## src/rtl/branch_resolver.sv

```systemverilog
// Branch resolver: holds the SZCV flag register and resolves decode-stage branches to taken/target.
// Latency: result valid one cycle after the accept edge; at most one branch in flight (3-cycle minimum spacing).
// Backpressure: br_ready is low outside IDLE; the result is held stable until res_ready is seen.
module branch_resolver #(
  parameter int PC_W   = 16,
  parameter int DISP_W = 8
) (
  input  logic              clk,
  input  logic              rst,
  input  logic              flag_we,
  input  logic [3:0]        szcv_in,
  output logic [3:0]        flags,
  input  logic              br_valid,
  output logic              br_ready,
  input  logic [2:0]        br_cond,
  input  logic [DISP_W-1:0] br_disp,
  input  logic [PC_W-1:0]   br_pc,
  output logic              res_valid,
  input  logic              res_ready,
  output logic              res_taken,
  output logic [PC_W-1:0]   res_target,
  output logic              res_illegal
);

  typedef enum logic [1:0] {IDLE, EVAL, HOLD} state_t;

  localparam logic [2:0] COND_BE  = 3'b000;
  localparam logic [2:0] COND_BLT = 3'b001;
  localparam logic [2:0] COND_BLE = 3'b010;
  localparam logic [2:0] COND_BNE = 3'b011;
  localparam logic [2:0] COND_B   = 3'b100;

  state_t            state_q, state_d;
  logic [2:0]        cond_q;
  logic [DISP_W-1:0] disp_q;
  logic [PC_W-1:0]   pc_q;

  logic [3:0]        eff_flags;
  logic              eff_s, eff_z, eff_v;
  logic              taken_c, illegal_c;
  logic [PC_W-1:0]   disp_ext, seq_pc, target_c;

  // An ALU write landing in the EVAL cycle is forwarded straight into the decision.
  assign eff_flags = flag_we ? szcv_in : flags;
  assign eff_s     = eff_flags[3];
  assign eff_z     = eff_flags[2];
  assign eff_v     = eff_flags[0];

  assign disp_ext  = {{(PC_W-DISP_W){disp_q[DISP_W-1]}}, disp_q};
  assign seq_pc    = pc_q + PC_W'(1);
  assign target_c  = taken_c ? (seq_pc + disp_ext) : seq_pc;

  always_comb begin
    taken_c   = 1'b0;
    illegal_c = 1'b0;
    case (cond_q)
      COND_BE:  taken_c = eff_z;
      COND_BLT: taken_c = eff_s ^ eff_v;
      COND_BLE: taken_c = eff_z | (eff_s ^ eff_v);
      COND_BNE: taken_c = ~eff_z;
      COND_B:   taken_c = 1'b1;
      default:  illegal_c = 1'b1;
    endcase
  end

  always_comb begin
    state_d   = state_q;
    br_ready  = (state_q == IDLE);
    res_valid = (state_q == HOLD);
    case (state_q)
      IDLE:    if (br_valid) state_d = EVAL;
      EVAL:    state_d = HOLD;
      HOLD:    if (res_ready) state_d = IDLE;
      default: state_d = IDLE;
    endcase
  end

  always_ff @(posedge clk) begin
    if (rst) begin
      state_q     <= IDLE;
      flags       <= 4'b0000;
      cond_q      <= 3'b000;
      disp_q      <= '0;
      pc_q        <= '0;
      res_taken   <= 1'b0;
      res_target  <= '0;
      res_illegal <= 1'b0;
    end else begin
      state_q <= state_d;
      if (flag_we) flags <= szcv_in;
      if (state_q == IDLE && br_valid) begin
        cond_q <= br_cond;
        disp_q <= br_disp;
        pc_q   <= br_pc;
      end
      if (state_q == EVAL) begin
        res_taken   <= taken_c;
        res_target  <= target_c;
        res_illegal <= illegal_c;
      end
    end
  end

endmodule

```

## config.mk

```make
export PLATFORM = sky130hd
export DESIGN_NAME = branch_resolver
export DESIGN_NICKNAME = d
export VERILOG_FILES = /design/src/rtl/branch_resolver.sv
export SDC_FILE = /design/constraint.sdc
export NUM_CORES = 1
export LEC_CHECK = 0
export ABC_CLOCK_PERIOD_IN_PS = 5200
export BUFFER_PORTS_ARGS = -buffer_cell sky130_fd_sc_hd__buf_2
export CORE_UTILIZATION = 35
export DETAILED_ROUTE_END_ITERATION = 10
export PLACE_DENSITY = 0.57
export SYNTH_ARGS = -nofsm -noshare
export SYNTH_HDL_FRONTEND = slang
export SYNTH_SLANG_ARGS = --single-unit
```

## constraint.sdc

```tcl
create_clock -name clk -period 5.2 [get_ports clk]
set_input_delay 0 -clock clk [delete_from_list [all_inputs] [get_ports clk]]
set_output_delay 0 -clock clk [all_outputs]
set_load 0.01 [all_outputs]
```

=== Yosys cells after proc, flatten, opt, wreduce, memory -nomap -nowiden ===
Cells that the tools add are included.

* Add/sub/neg operators: 2
* Equal/unequal tests: 8
* Muxes and demuxes: 7
* Bitwise logic cells: 3
* Reductions and logical operators: 5

{| class="wikitable"
|+ Operators by type and width
! kind !! count
|-
| 16-bit by 1-bit adder with 16-bit output (second input constant) || 1
|-
| 16-bit adder || 1
|-
| 16-bit 2-to-1 mux || 1
|-
| 3-bit by 2-bit == test with 1-bit output (second input constant) || 2
|-
| 2-bit case mux with 3 select lines || 1
|-
| 1-bit case mux with 5 select lines || 1
|-
| 5-bit OR reduction || 1
|-
| 2-bit 2-to-1 mux || 2
|-
| 4-bit 2-to-1 mux || 1
|-
| 3-bit by 1-bit == test with 1-bit output (second input constant) || 1
|-
| 3-bit == test (second input constant) || 1
|-
| 3-bit zero test || 1
|-
| 2-bit by 1-bit == test with 1-bit output (second input constant) || 1
|-
| 2-bit == test (second input constant) || 1
|-
| 2-bit zero test || 1
|-
| 2-bit by 1-bit != test with 1-bit output (second input constant) || 1
|-
| 2-bit != test (second input constant) || 1
|-
| 2-bit AND reduction || 1
|-
| 1-bit logical AND || 1
|-
| 1-bit 2-to-1 mux || 1
|-
| 1-bit NOT || 1
|-
| 1-bit OR || 1
|-
| 1-bit XOR || 1
|}

* Register bits: 51
* Bits of input ports: 36
* Output and inout bits: 24
* Word-level logic and storage cells: 34

=== Depth between registers and ports, before layout ===
Gate-level depths: netlist of the first run.

* Depth in word-level cells: 5
* Mapped depth: 13
* Depth with buffers taken out: 12

=== Worst setup path after synthesis of the first run ===
No wires, ideal clock.

* Path type: register -> register
* From: register pc_q[0]
* To: register res_target[15]
* Setup time: 0.127 ns
* Data arrival time: 2.669 ns
* Data required time: 5.073 ns
* Slack: 2.404 ns
* Cell stages (with the launch flop): 14
* Path buffers: 1
* Period minus slack after synthesis: 2.796 ns
* Path through: dfxtp_1 -> ha_1 -> nand3_1 -> nor2_1 -> nand2_1 -> xnor2_1 -> ha_1 -> buf_2 -> a21oi_1 -> o21ai_0 -> a21oi_1 -> o21ai_0 -> a21oi_1 -> or3b_1

* Word-level cells in the longest chain between the ends: 3

{| class="wikitable"
|+ RTL lines
! element !! line !! source
|-
| from (decl) || 36 || <nowiki>logic [PC_W-1:0] pc_q;</nowiki>
|-
| from (signal assigned) || 94 || <nowiki>pc_q <= br_pc;</nowiki>
|-
| 16-bit by 1-bit adder with 16-bit output (*) || 50 || <nowiki>assign seq_pc = pc_q + PC_W'(1);</nowiki>
|-
| 16-bit adder || 51 || <nowiki>assign target_c = taken_c ? (seq_pc + disp_ext) : seq_pc;</nowiki>
|-
| 16-bit 2-to-1 mux (*) || 51 ||
|-
| to (signal assigned) || 98 || <nowiki>res_target <= target_c;</nowiki>
|-
| to (decl) || 21 || <nowiki>output logic [PC_W-1:0] res_target,</nowiki>
|}

Every way passes the cells marked *; elsewhere a longest branch is shown, timed or not.
A chain may end at the register's enable or synchronous reset.

=== Worst setup path after layout of the first run ===
Ends and elaborated chain as after synthesis.

==> run_results.csv, run 1 <==
group,metric,value,unit
floorplanning,die_area,9190,um2
yosys,synth.cell_area,3090,um2
place,routabilityCongestion,0.839,
place,hpwl,5680,um
detailed_routing,viasPerCell,5.18,
cells_and_area,drive_gt1_frac,0.145,
power,leakage,0.00163,uW
clock_network,cts_tree,"built",
global_route,grt_max_degree,54,
hold_path,hold_path.class,"in2reg",
place,dpl.cell_count,541,
power,combPwrFrac,0.245,
sta,period_needed,3.24,ns
cells_and_area,area_growth,23.9,%
place,dp_slack,2.02,ns
clock_network,h-tree-depth,2,
worst_setup_path,reg2reg_setup_slack,1.96,ns
yosys,yosys-top-cells-count,"nand2_1 (83), a21oi_1 (51), dfxtp_1 (51), nor2_1 (33), ha_1 (20)",
yosys,yosys.area.top_type_share,0.331,
sta,setup_viol,0,
worst_setup_path,worst_path_max_delay_cell,"ha_1",
yosys,syn_avg_cell_area,7.73,um2
global_route,grt_overflow,0,
sta,rsz0062_at_grt,"false",
detailed_routing,drc,0,
yosys,ys_seq_elements,51,
cells_and_area,fin_cells,581,
worst_setup_path,cp-startpoint,"pc_q[0]",
detailed_routing,routedWlPerCell,13.8,um
yosys,yosys_warnings,0,
sta,worst_slew_pin_slew,1.17,ns
clock_network,clockBufferDepth,2,
cells_and_area,final_core_util,0.456,
global_route,grt_first_pass_wirelength,13000,um
clock_network,root_buffer,"clkbuf_8",
detailed_routing,drt_wl_total,7990,um
global_route,grt_usage,0.183,
run_status,status,"completed",
sta,setup_slack,1.96,ns
worst_setup_path,r2r-end,"res_target[15]",
clock_network,path_clk_slew,0.11,ns
yosys,syn_inst,399,
power,power_switching,303,uW
yosys,async_reset_ff_frac,0,
sta,drv_slew,0,
power,p_seq_frac,0.483,
worst_setup_path,cp_common_cell,"a21oi_1",
worst_setup_path,rr_startpoint,"pc_q[0]",
sta,hold_violations,0,
cells_and_area,antennaDiodeCount,0,
worst_setup_path,crit_path_start_kind,"flip-flop",
yosys,yosys.cell_count.top_type,"nand2_1",
sta,hold_ws,0.0625,ns
worst_setup_path,worstSetupEndpointType,"flip-flop",
floorplanning,die_y,95.9,um
detailed_routing,ant_nets,0,
yosys,ys_types,45,
floorplanning,num_io_pins,60,
worst_setup_path,cp.required,5.41,ns
floorplanning,core,8380,um2
worst_setup_path,reg2reg_depth,12,
worst_setup_path,endpoint,"res_target[15]",
sta,fmax,0.309,GHz
sta,skew,0.00723,ns
worst_setup_path,path_cells,"ha_1, nand3_1, nor2_1, nand2_1, xnor2_1, ha_1, a21oi_1, o21ai_0, a21oi_1, o21ai_0, a21oi_1, or3b_1",
yosys,dominantRegCellSynth,"dfxtp_1",
power,power.density,239,nW/um2
floorplanning,start_util,0.368,
power,swShare,0.333,
power,ir_worst_vdd,0.0971,mV
sta,setup_tns,0,ns
place,portBuffers,59,
power,p_int,608,uW
worst_setup_path,cp_max_fo,10,
hold_path,hp-start,"flag_we",
floorplanning,die_x,95.9,um
yosys,synthTopCellsByArea,"dfxtp_1 (33%), nand2_1 (10%), a21oi_1 (8.3%)",
worst_setup_path,crit_type,"reg2reg",
clock_network,clk_latency,0.32,ns
detailed_routing,drt-initial-drc-count,99,
yosys,synth-edff-count,0,
worst_setup_path,cpPeakStageDelay,0.46,ns
sta,max_slew_margin,0.217,
clock_network,cts_num_sinks,51,
global_route,antenna_found_initial,0,
detailed_routing,dr.pass1.iters,4,
worst_setup_path,crit_arrival,3.45,ns
power,p_clk_frac,0.272,
floorplanning,num_rows,33,
yosys,synth_nets,456,
global_route,grt_pass1_vias,2828,
clock_network,cts_setup_buffers,0,
yosys,synth_seq_area_share,0.331,
clock_network,cts_buffers,5,
sta,fin_crit_sh,0.623,
detailed_routing,num_vias,3010,
yosys,synth_area_leader_cell,"dfxtp_1",
run,max_cap_violations,0,
cells_and_area,nets,532,
-- per-stage QoR --
stage / cell area [um2] / power, uW
2_1_floorplan: 3090 / 596
3_3_place_gp: 3410 / 653
3_5_place_dp: 3410 / 655
4_1_cts: 3820 / 919
5_1_grt: 3820 / 966
6_report: 3820 / 912
-- worst min path at each step --
stage                 to  slack (ns)  cells past startpoint
6_report        flags[0]        0.06                      3
5_1_grt         flags[0]         0.1                      3
4_1_cts         flags[0]        0.06                      3
3_5_place_dp     pc_q[3]        0.25                      3
3_3_place_gp    flags[1]        0.24                      3
2_1_floorplan  disp_q[0]        0.14                      2
-- state kept, by name, summed over array words and instances, names as in the netlist --
| register | cells |
|---|---|
| cond_q | 3 |
| state_q | 2 |
| res_target | 16 |
| flags | 4 |
| res_illegal | 1 |
| res_taken | 1 |
| disp_q | 8 |
| pc_q | 16 |
-- kinds of logic (layout without fill, tap and decap cells) --
logic type      count (synthesis)  in the layout  share of synthesized area
fa+ha+maj                      21             21                     0.0876
buf+inv                        29            106                     0.0414
simple gates                  168            168                      0.248
compound gates                 96             96                      0.192
xor+xnor                       26             26                     0.0738
mux                             8              8                     0.0260
flops                          51             51                      0.331
-- layout by cell type, fill, tap and decap left out, types with 8 or more instances in the layout --
cell | netlist | layout
dfxtp_1 | 51 | 51
dlygate4sd3_1 | 0 | 32
buf_2 | 3 | 59
ha_1 | 20 | 20
xor2_1 | 12 | 12
nor2_1 | 33 | 33
nand2_1 | 83 | 83
o21ai_0 | 10 | 10
mux2i_1 | 8 | 8
xnor2_1 | 14 | 14
a21oi_1 | 51 | 51
nand3_1 | 12 | 12
-- critical path, delay by kind of cell, from the launching register on --
family | cells | cell delay [ns]
compound gates | 5 | 1.02
fa+ha+maj | 2 | 0.67
xor+xnor | 1 | 0.15
simple gates | 4 | 0.85
flops | 1 | 0.43
-- power groups by stage --
stage	sequential, uW	combinational [uW]	clock (uW)
2_1_floorplan	449	147	0
3_3_place_gp	448	204	0
3_5_place_dp	449	205	0
4_1_cts	440	224	255
5_1_grt	444	252	269
6_report	440	223	248
-- what timing repair did --
action                     in CTS  in global routing
resized for setup               0                  0
setup endpoints to repair       0                  0
hold buffers                   32                  0
hold endpoints to repair       32                  0
-- cell type report --
type,count,area [um2]
Clock buffer,6,72.6
Tap cell,105,131
Fill cell,869,4560
Inverter,7,26.3
Sequential cell,51,1020
Timing Repair Buffer,91,616
Multi-Input combinational cell,319,1940
Clock inverter,2,16.3
-- per-layer routing --
metal  global-route usage  up-vias  part of all wire
li1                     -     1559                 -
met1                0.238     1382              0.50
met2                0.305       61              0.45
met3               0.0371        8             0.038
met4               0.0498        0             0.011
met5                    0        -                 0
Note: power is estimated with default switching activity, not from simulation.
==> run 2: changes to the inputs <==
Settings changed: ABC_CLOCK_PERIOD_IN_PS 5200 to 3100.
Clock period 5.2 ns to 3.1 ns, I/O delays scaled along.
==> run_results.csv, run 2 (synthesis results as in run 1) <==
group,metric,value,unit
clock_network,path_clk_slew,0.10,ns
detailed_routing,drt_wl_total,8080,um
floorplanning,die_y,95.9,um
sta,fmax,0.347,GHz
worst_setup_path,reg2reg_setup_slack,0.22,ns
clock_network,cts_tree,"built",
sta,drv_slew,0,
sta,max_slew_margin,0.391,
cells_and_area,fill_cells,864,
clock_network,cts_setup_buffers,0,
clock_network,clockBufferDepth,2,
global_route,grt_usage,0.183,
power,p_seq_frac,0.480,
global_route,antenna_found_initial,0,
detailed_routing,dr_wl_met2,3790,um
sta,setup_tns,0,ns
cells_and_area,seq_area,1020,um2
global_route,grt_first_pass_wirelength,13100,um
detailed_routing,num_vias,3027,
clock_network,cts_num_sinks,51,
floorplanning,die_area,9190,um2
detailed_routing,route.met3.wl,244,um
global_route,grt_max_degree,34,
power,p_int,1040,uW
cells_and_area,nets,543,
place,hpwl,6030,um
worst_setup_path,crit_type,"reg2reg",
clock_network,cts_buffers,5,
worst_setup_path,crit_arrival,3.08,ns
power,leakage,0.00170,uW
cells_and_area,final_core_util,0.474,
detailed_routing,drt-initial-drc-count,106,
floorplanning,num_io_pins,60,
global_route,grt_pass1_vias,2774,
detailed_routing,viasPerCell,5.11,
cells_and_area,drive_gt1_frac,0.195,
power,power.density,387,nW/um2
sta,period_needed,2.88,ns
cells_and_area,top_regs,"pc_q: 16 flops, res_target: 16 flops, disp_q: 8 flops",
cells_and_area,most-common-layout-cells,"nand2_1 (83), buf_2 (59), a21oi_1 (49), dfxtp_1 (49)",
clock_network,clk_latency,0.31,ns
detailed_routing,routedWlPerCell,13.6,um
detailed_routing,ant_nets,0,
power,power_switching,499,uW
worst_setup_path,reg2reg_depth,11,
place,routabilityCongestion,0.882,
sta,hold_violations,0,
worst_setup_path,worstSetupEndpointType,"flip-flop",
hold_path,whs_path_depth,3,
cells_and_area,layout_commonest_cell,"nand2_1",
sta,skew,0.0120,ns
worst_setup_path,cp.required,3.30,ns
clock_network,root_buffer,"clkbuf_8",
global_route,grt_overflow,0,
cells_and_area,multi_input_area,2000,um2
floorplanning,core,8380,um2
detailed_routing,dr.pass1.iters,4,
cells_and_area,area_growth,28.7,%
power,p_total,1540,uW
power,combPwrFrac,0.259,
hold_path,hold_path.class,"in2reg",
floorplanning,die_x,95.9,um
worst_setup_path,cp_max_fo,4,
run,max_cap_violations,0,
cells_and_area,antennaDiodeCount,0,
run_status,status,"completed",
floorplanning,num_rows,33,
sta,rsz0062_at_grt,"false",
clock_network,h-tree-depth,2,
sta,setup_viol,0,
worst_setup_path,crit_path_start_kind,"flip-flop",
power,ir_worst_vdd,0.226,mV
power,swShare,0.325,
power,p_clk_frac,0.260,
sta,worst_slew_pin_slew,0.911,ns
detailed_routing,dr.max_layer_used,"met4",
detailed_routing,wl_met1,3970,um
sta,fin_crit_sh,0.929,
place,portBuffers,59,
floorplanning,start_util,0.368,
detailed_routing,drc,0,
==> run 2: final timing paths <==
path                                  endpoint        start
worst max-delay path            res_target[15]      pc_q[6]
worst min-delay path                  flags[3]      flag_we
worst min register to register     res_illegal  res_illegal
worst max register to register  res_target[15]      pc_q[6]
==> run 2: worst max-delay path, cell delays in order (launching register included) <==
cell and delay, ns:
dfxtp_1 0.44, nand3_1 0.18, or2_2 0.35, nor2_1 0.16
xor2_2 0.23, ha_1 0.33, nand4_1 0.14, nor2_1 0.07
and3_1 0.19, a221oi_2 0.22, a21oi_1 0.10, or3b_1 0.36
==> run 2: layout make-up <==
class | count | share of cell area
repair buffers | 102 | 0.176
flip-flops and latches | 51 | 0.258
inverters | 7 | 0.00662
clock buffers | 6 | 0.0183
clock inverters | 2 | 0.00410
well taps | 105 | 0.0331
multi-input cells | 319 | 0.504
==> run 2: metrics by stage <==
stage	hold WS, ns	worst slack (ns)	cell area (um2)	cells
finish	0.0740	0.222	3970	592
floorplan	0.136	0.304	3090	399
global route	0.102	0.00465	3970	592
CTS	0.0786	0.0207	3910	592
detailed placement	0.246	-0.0479	3500	552
global placement	0.238	0.0612	3500	552
==> run 2: power groups by stage <==
stage                     combinational [uW]  sequential [uW]  clock, uW
after floorplan                          247              753          0
after global placement                   361              751          0
after detailed placement                 365              752          0
after CTS                                396              737        413
after global routing                     451              746        442
final                                    399              738        400
==> run 2: layer usage <==
metal / up-vias / global-route usage
li1: 1574 / -
met1: 1388 / 0.243
met2: 56 / 0.304
met3: 9 / 0.0308
met4: 0 / 0.0510
met5: - / 0
==> run 2: repair_timing <==
item | CTS | global route
cloned | 0 | 0
pin swaps | 0 | 2
hold endpoints to repair | 32 | 0
setup endpoints to repair | 2 | 5
resized for setup | 2 | 18
hold buffers | 32 | 0
==> run 3: changes to the inputs <==
Settings changed: CORE_ASPECT_RATIO set to 1.4, REMOVE_ABC_BUFFERS set to 1.
==> run_results.csv, run 3 (synthesis results as in run 1) <==
group,metric,value,unit
clock_network,cts_buffers,5,
detailed_routing,drt-initial-drc-count,138,
sta,fin_crit_sh,0.919,
floorplanning,die_y,113,um
sta,hold_violations,0,
floorplanning,core,8560,um2
cells_and_area,layout_commonest_cell,"nand2_1",
cells_and_area,nets,550,
clock_network,root_buffer,"clkbuf_16",
power,leakage,0.00177,uW
run,max_cap_violations,0,
sta,skew,0.00324,ns
detailed_routing,routedWlPerCell,13.3,um
place,hpwl,5910,um
clock_network,clockBufferDepth,2,
cells_and_area,final_core_util,0.478,
hold_path,hold_path.class,"in2reg",
sta,drv_slew,0,
worst_setup_path,cp_max_fo,5,
worst_setup_path,reg2reg_depth,11,
hold_path,hp-start,"szcv_in[2]",
global_route,grt_pass1_vias,2794,
floorplanning,start_util,0.361,
global_route,antenna_found_initial,0,
cells_and_area,area_growth,32.6,%
sta,max_slew_margin,0.380,
worst_setup_path,crit_arrival,3.06,ns
floorplanning,num_io_pins,60,
detailed_routing,drc,0,
detailed_routing,drt_wl_total,7970,um
global_route,grt_first_pass_wirelength,13100,um
detailed_routing,ant_nets,0,
clock_network,cts_tree,"built",
worst_setup_path,reg2reg_setup_slack,0.25,ns
global_route,grt_usage,0.183,
cells_and_area,most-common-layout-cells,"nand2_1 (83), buf_2 (59), dfxtp_1 (51)",
clock_network,path_clk_slew,0.07,ns
sta,worst_slew_pin_slew,0.930,ns
global_route,grt_overflow,0,
detailed_routing,num_vias,3056,
sta,setup_viol,0,
cells_and_area,top_regs,"pc_q: 16 flops, res_target: 16 flops, disp_q: 8 flops",
run_status,status,"completed",
clock_network,clk_latency,0.29,ns
global_route,grt_max_degree,34,
place,routabilityCongestion,0.890,
sta,rsz0062_at_grt,"false",
hold_path,whs_path_depth,3,
worst_setup_path,r2r-end,"res_target[9]",
worst_setup_path,crit_type,"reg2reg",
detailed_routing,dr.pass1.iters,4,
sta,fmax,0.351,GHz
clock_network,cts_num_sinks,51,
worst_setup_path,cp.required,3.31,ns
power,p_total,1780,uW
sta,setup_tns,0,ns
floorplanning,die_area,9200,um2
floorplanning,die_x,81.4,um
worst_setup_path,rr_startpoint,"pc_q[1]",
power,power.density,436,nW/um2
worst_setup_path,worstSetupEndpointType,"flip-flop",
hold_path,holdPathEnd,"flags[2]",
clock_network,h-tree-depth,2,
worst_setup_path,crit_path_start_kind,"flip-flop",
power,ir_worst_vdd,0.325,mV
place,portBuffers,59,
sta,period_needed,2.85,ns
detailed_routing,viasPerCell,5.10,
cells_and_area,antennaDiodeCount,0,
floorplanning,num_rows,40,
cells_and_area,drive_gt1_frac,0.202,
==> run 3: cell types whose count changed in the layout (fill, tap and decap cells not counted), sizes merged <==
cell,change
buf,+8
clkbuf,-1
bufinv,+1
dlygate4sd3,-1
==> run 3: metal layers <==
| metal | vias up | global-route usage | wire length [um] | share of wire |
|---|---|---|---|---|
| met2 | 54 | 0.321 | 4110 | 0.52 |
| met4 | 0 | 0.0560 | 143 | 0.018 |
| met5 | - | 0 | 0 | 0 |
| met3 | 9 | 0.0266 | 232 | 0.029 |
| li1 | 1588 | - | - | - |
| met1 | 1405 | 0.225 | 3480 | 0.44 |
==> run 3: power by group <==
group / internal [uW] / total (uW) / switching (uW)
Clock: 384 / 639 / 256
Sequential: 698 / 736 / 37.8
Combinational: 184 / 409 / 225
Total: 1270 / 1780 / 518
==> run 3: layout make-up <==
cell class / count / area, um2
Clock buffer: 5 / 125
Tap cell: 105 / 131
Multi-Input combinational cell: 319 / 1990
Sequential cell: 51 / 1020
Fill cell: 871 / 4470
Clock inverter: 3 / 46.3
Timing Repair Buffer: 109 / 748
Inverter: 7 / 26.3
==> run 3: metrics by stage <==
step	area (um2)	setup slack, ns	hold WS (ns)	instances
2_1_floorplan	2980	0.310	0.0691	377
3_3_place_gp	3550	0.0655	0.239	559
3_5_place_dp	3550	-0.0423	0.248	559
4_1_cts	4030	0.0524	0.0240	598
5_1_grt	4090	0.0104	0.0554	599
6_report	4090	0.251	0.0305	599
==> run 3: worst max-delay path: stages, from the launching register on <==
cell,delay (ns)
dfxtp_1,0.37
ha_1,0.21
nand3_2,0.14
buf_4,0.17
xnor2_1,0.19
ha_1,0.33
a21oi_1,0.20
o21ai_0,0.15
a21boi_0,0.39
mux2i_1,0.23
o21ai_0,0.12
a311oi_1,0.27
==> run 3: how the worst max path moves through the flow <==
stage | startpoint | to | slack, ns | cells after the start
5_1_grt | pc_q[1] | res_target[9] | 0.01 | 11
4_1_cts | pc_q[1] | res_target[15] | 0.05 | 11
2_1_floorplan | pc_q[0] | res_target[15] | 0.31 | 12
6_report | pc_q[1] | res_target[9] | 0.25 | 11
3_3_place_gp | pc_q[1] | res_target[15] | 0.07 | 12
3_5_place_dp | pc_q[1] | res_target[15] | -0.04 | 12
==> run 3: repair_timing <==
item	in CTS	in global routing
pin swaps	0	2
hold buffers	31	0
buffers inserted	0	1
gates resized for setup	2	14
endpoints found under the setup margin	1	5
hold endpoints to repair	31	0
